### src/rtl/viterbi_frame_ctrl.sv
// Viterbi frame sequencer: handshaked code-word capture, LSB-first symbol
// serialization, traceback start and traceback timeout supervision.
module viterbi_frame_ctrl #(
  parameter int unsigned SIZE_DATA_IN = 16,
  parameter int unsigned SIZE_SYMBOL  = 2,
  parameter int unsigned FRAME_WORDS  = 4,
  parameter int unsigned TB_TIMEOUT   = 64
) (
  input  logic                    i_clk,
  input  logic                    i_rst,
  input  logic                    i_abort,
  input  logic                    i_word_valid,
  input  logic [SIZE_DATA_IN-1:0] i_word,
  output logic                    o_word_ready,
  output logic                    o_sym_valid,
  output logic [SIZE_SYMBOL-1:0]  o_sym,
  output logic                    o_sym_first,
  input  logic                    i_dec_ready,
  output logic                    o_tb_start,
  input  logic                    i_tb_done,
  output logic                    o_frame_done,
  output logic                    o_busy,
  output logic                    o_err
);

  localparam int unsigned DEPTH = SIZE_DATA_IN / SIZE_SYMBOL;
  localparam int unsigned SIW   = (DEPTH > 1) ? $clog2(DEPTH) : 1;
  localparam int unsigned WCW   = (FRAME_WORDS > 1) ? $clog2(FRAME_WORDS) : 1;
  localparam int unsigned TMW   = $clog2(TB_TIMEOUT + 1);

  typedef enum logic [2:0] {
    ST_IDLE,
    ST_LOAD,
    ST_SHIFT,
    ST_TRACE,
    ST_DONE
  } state_t;

  state_t                  state_q, state_d;
  logic [SIZE_DATA_IN-1:0] word_q, word_d;
  logic [SIW-1:0]          sym_idx_q, sym_idx_d;
  logic [WCW-1:0]          word_cnt_q, word_cnt_d;
  logic [TMW-1:0]          tmo_q, tmo_d;
  logic                    first_q, first_d;
  logic                    err_d;
  logic                    rdy_q;
  logic                    accept_c;
  logic                    shift_d;
  logic [SIZE_SYMBOL-1:0]  sym_d;

  // Only the word-ready handshake may see an input combinationally (abort gate).
  assign o_word_ready = rdy_q & ~i_abort;
  assign accept_c     = i_word_valid & o_word_ready;

  assign shift_d = (state_d == ST_SHIFT);
  assign sym_d   = SIZE_SYMBOL'(word_d >> (SIZE_SYMBOL * 32'(sym_idx_d)));

  // Next-state and counter logic
  always_comb begin
    state_d    = state_q;
    word_d     = word_q;
    sym_idx_d  = sym_idx_q;
    word_cnt_d = word_cnt_q;
    first_d    = first_q;
    tmo_d      = tmo_q;
    err_d      = o_err;

    if (i_abort) begin
      state_d    = ST_IDLE;
      sym_idx_d  = '0;
      word_cnt_d = '0;
      tmo_d      = '0;
      first_d    = 1'b0;
    end else begin
      unique case (state_q)
        ST_IDLE: begin
          if (accept_c) begin
            word_d     = i_word;
            sym_idx_d  = '0;
            word_cnt_d = '0;
            first_d    = 1'b1;
            state_d    = ST_SHIFT;
          end
        end
        ST_LOAD: begin
          if (accept_c) begin
            word_d    = i_word;
            sym_idx_d = '0;
            state_d   = ST_SHIFT;
          end
        end
        ST_SHIFT: begin
          if (i_dec_ready) begin
            if (sym_idx_q == SIW'(DEPTH - 1)) begin
              sym_idx_d = '0;
              first_d   = 1'b0;
              if (word_cnt_q == WCW'(FRAME_WORDS - 1)) begin
                tmo_d   = '0;
                state_d = ST_TRACE;
              end else begin
                word_cnt_d = word_cnt_q + WCW'(1);
                state_d    = ST_LOAD;
              end
            end else begin
              sym_idx_d = sym_idx_q + SIW'(1);
            end
          end
        end
        ST_TRACE: begin
          tmo_d = tmo_q + TMW'(1);
          if (i_tb_done) begin
            state_d = ST_DONE;
          end else if (tmo_q == TMW'(TB_TIMEOUT - 1)) begin
            err_d   = 1'b1;
            state_d = ST_DONE;
          end
        end
        ST_DONE: begin
          tmo_d      = '0;
          word_cnt_d = '0;
          state_d    = ST_IDLE;
        end
        default: state_d = ST_IDLE;
      endcase
    end
  end

  // State, datapath and registered outputs; outputs are decoded from next state
  always_ff @(posedge i_clk) begin
    if (i_rst) begin
      state_q      <= ST_IDLE;
      word_q       <= '0;
      sym_idx_q    <= '0;
      word_cnt_q   <= '0;
      tmo_q        <= '0;
      first_q      <= 1'b0;
      rdy_q        <= 1'b1;
      o_sym_valid  <= 1'b0;
      o_sym        <= '0;
      o_sym_first  <= 1'b0;
      o_tb_start   <= 1'b0;
      o_frame_done <= 1'b0;
      o_busy       <= 1'b0;
      o_err        <= 1'b0;
    end else begin
      state_q      <= state_d;
      word_q       <= word_d;
      sym_idx_q    <= sym_idx_d;
      word_cnt_q   <= word_cnt_d;
      tmo_q        <= tmo_d;
      first_q      <= first_d;
      rdy_q        <= (state_d == ST_IDLE) || (state_d == ST_LOAD);
      o_sym_valid  <= shift_d;
      o_sym        <= shift_d ? sym_d : '0;
      o_sym_first  <= shift_d && first_d && (sym_idx_d == '0);
      o_tb_start   <= (state_d == ST_TRACE) && (state_q != ST_TRACE);
      o_frame_done <= (state_d == ST_DONE);
      o_busy       <= (state_d != ST_IDLE);
      o_err        <= err_d;
    end
  end

endmodule

### config.mk
export PLATFORM = sky130hd
export DESIGN_NAME = viterbi_frame_ctrl
export DESIGN_NICKNAME = d
export VERILOG_FILES = /design/src/rtl/viterbi_frame_ctrl.sv
export SDC_FILE = /design/constraint.sdc
export NUM_CORES = 1
export LEC_CHECK = 0
export CAP_MARGIN = 15
export CORE_MARGIN = 10
export CORE_UTILIZATION = 50
export CTS_CLUSTER_DIAMETER = 120
export DETAILED_ROUTE_END_ITERATION = 16
export HOLD_SLACK_MARGIN = 0.05
export PLACE_DENSITY = 0.72
export SLEW_MARGIN = 30
export SYNTH_ARGS = -nofsm -noshare
export SYNTH_HDL_FRONTEND = slang
export SYNTH_SLANG_ARGS = --single-unit
### constraint.sdc
create_clock -name i_clk -period 3.05 [get_ports i_clk]
set_input_delay 0.4575 -clock i_clk [delete_from_list [all_inputs] [get_ports i_clk]]
set_output_delay 0.4575 -clock i_clk [all_outputs]
set_load 0.01 [all_outputs]
==> impl_results.md <==
- Status: finished clean
- Seq/Total Area, Yosys: 44.4%
- Vias: 1500
- CP Capture Type: flip-flop
- Leak pwr: 0.986 nW
- Max Cap Viol: 0
- Fin nets: 256
- Fin cells: 278
- Number of synthesized flops with an enable pin: 0
- Row count: 22
- Sequential Power Share: 54.8%
- Combinational share of power: 10.5%
- Commonest cells post-synth: 41 x dfxtp_1, 36 x nor2_1, 23 x mux2i_1, 7 x a21oi_1, 7 x o21ai_0
- Remaining Overflow, GRT: 0
- Cell-internal power: 786 uW
- WP data required: 3280 ps
- Syn_nets: 223
- Fin Clk Skew: 5.56 ps
- Setup Buffers After CTS: 0
- Initial Util: 51.3%
- Max Slew Vio Count: 0
- Die W: 80.8 um
- Max VDD drop: 0.000281 V
- RSZ-0062 raised after global routing: no
- DRC viols: 0
- Hold_sp: o_err
- Vias in the first global route: 1601
- Synth Instances: 197
- Setup WS pre-CTS: 381 ps
- Worst hold path type: reg -> reg
- Largest net degree at the start of global routing: 25
- Min cycle time layout: 2350 ps
- Reg-to-reg slack, setup: 840 ps
- Die height: 80.8 um
- Switching power: 224 uW
- TritonCTS clock tree: done
- Distinct cell type count after synthesis: 45
- Top cells by area, synth: dfxtp_1 44%, mux2i_1 12%, nor2_1 7.3%
- Gr usage total: 13.0%
- Ys flop type: dfxtp_1
- CTS-repair resized insts: 0
- Syn avg cell area: 9.39 um^2
- Post-synth ARST share: 0%
- First-pass GRT wire length: 6.80 mm
- GP Congestion: 0.825
- Switching Share: 22.2%
- Share of post-route cells with drive strength above 1: 5.65%
- Worst hold stages: 2
- P&R area growth vs syn: 23.2%
- Most numerous cell in the Yosys netlist: dfxtp_1
- Post-synth top area cell: dfxtp_1
- Floorplan core area: 0.00361 mm^2
- Fin. Hold Viols: 0
- Drt total wl: 3.97 mm
- Clk pwr share: 34.7%
- Synthesized cell area: 0.00185 mm^2
- Worst Path Class, Setup: in -> reg
- Antenna fix cells: 0
- Num CTS Buffers: 5
- TritonRoute pass-1 iters: 4
- DRT iter0 DRCs: 113
- Crit path max fanout: 10
- # clock sinks: 41
- Worst-margin pin slew: 519 ps
- Initial antenna violation count: 0
- Crit path arrival time: 2580 ps
- Port bufs: 30
- Hold WS: 461 ps
- Synth top area share: 44.4%
- Max frequency: 425 MHz
- Hold Path Sink: o_err
- #FFs+latches synth: 41
- Syn. warnings: 0
- Slew headroom: 65.3%
- Dpl cells: 271
- Endpoints failing setup: 0
- Crit share post-route: 77.2%
- Die Area: 0.00653 mm^2
- Antenna Nets Post-Route: 0
- Pwr Density: 443 mW/mm^2
- Crit start category: primary input
- Clock Latency Late Sink: 290 ps
- Vias per inst: 5.40
- H-tree depth reported by CTS: 2
- I/O pins: 31
- Reg-to-Reg Start: sym_idx_q[0]
- CTS hold repair buffers: 0
- Reg-to-reg endpoint: o_sym[0]
- Worst-path clk slew: 70 ps
- Root buffer cell: clkbuf_8
- Routed len/inst: 14.3 um
- Setup TNS: 0 ps
- Max clock buf depth: 2
- Reg2Reg Depth: 9
- Post-DP HPWL: 3.14 mm
- PnR worst setup slack: 696 ps
## metrics by stage
stage          util, %  area, um^2  power, mW
2_1_floorplan        -        1850      0.624
3_3_place_gp      60.8        2190      0.670
3_5_place_dp      60.8        2190      0.673
4_1_cts           63.2        2280       1.02
5_1_grt           63.2        2280       1.05
6_report          63.2        2280       1.01
## routing by layer
layer  global-route usage, %  wire length, um
met5                       0                0
met4                    5.19               88
met3                    4.30              199
met2                    23.9             2070
met1                    13.3             1610
## critical path: stages
cell	delay (ps)
clkdlybuf4s50_1	430
nand3b_4	200
or3_1	470
a32oi_1	210
buf_4	220
mux2_1	340
a2bb2oi_1	140
a21boi_1	120
## logic make-up (layout without fill, tap and decap cells)
logic type	Yosys count	count (layout)	synth area share [%]
xor+xnor	3	3	1.42
buf+inv	12	45	3.38
flops	41	41	44.4
simple gates	79	79	22.1
mux	25	25	13.7
compound gates	33	33	12.4
fa+ha+maj	4	4	2.70
## worst max-delay path by stage
stage	from	to	slack, ps	cells past startpoint
2_1_floorplan	i_abort	o_sym[0]	1000	8
3_3_place_gp	i_abort	o_sym[0]	440	8
3_5_place_dp	i_abort	o_sym[0]	380	8
4_1_cts	i_abort	o_sym[0]	680	8
5_1_grt	i_abort	o_sym[1]	550	8
6_report	i_abort	o_sym[0]	700	8
## flip-flops by register name, indices dropped and copies added (netlist names)
signal / count
o_err: 1
o_sym: 2
rdy_q: 1
first_q: 1
o_sym_first: 1
state_q: 3
o_busy: 1
o_sym_valid: 1
sym_idx_q: 3
o_frame_done: 1
word_cnt_q: 2
word_q: 16
tmo_q: 7
o_tb_start: 1
## layout by cell type (no fill, tap or decap), drive strengths merged, types with 5 or more instances in the layout
| master | n |
|---|---|
| a21oi | 7 |
| nand2b | 5 |
| clkbuf | 7 |
| dfxtp | 41 |
| nand3 | 5 |
| clkdlybuf4s50 | 30 |
| nor2 | 36 |
| mux2i | 23 |
| o21ai | 8 |
| nand2 | 6 |
## cell type report
class	count	area, um^2
clock buffer	7	86.3
fill	328	1330
inverter	4	15.0
multi-input combinational	144	967
sequential	41	821
tap	48	60.1
timing repair buffer	34	330
## power groups by stage
| stage | Clock, mW | Sequential, mW | Combinational (mW) |
|---|---|---|---|
| 2_1_floorplan | 0 | 0.565 | 0.0593 |
| 3_3_place_gp | 0 | 0.566 | 0.105 |
| 3_5_place_dp | 0 | 0.567 | 0.107 |
| 4_1_cts | 0.363 | 0.554 | 0.107 |
| 5_1_grt | 0.383 | 0.555 | 0.116 |
| 6_report | 0.350 | 0.554 | 0.106 |
Note: power is estimated with default switching activity, not from simulation.
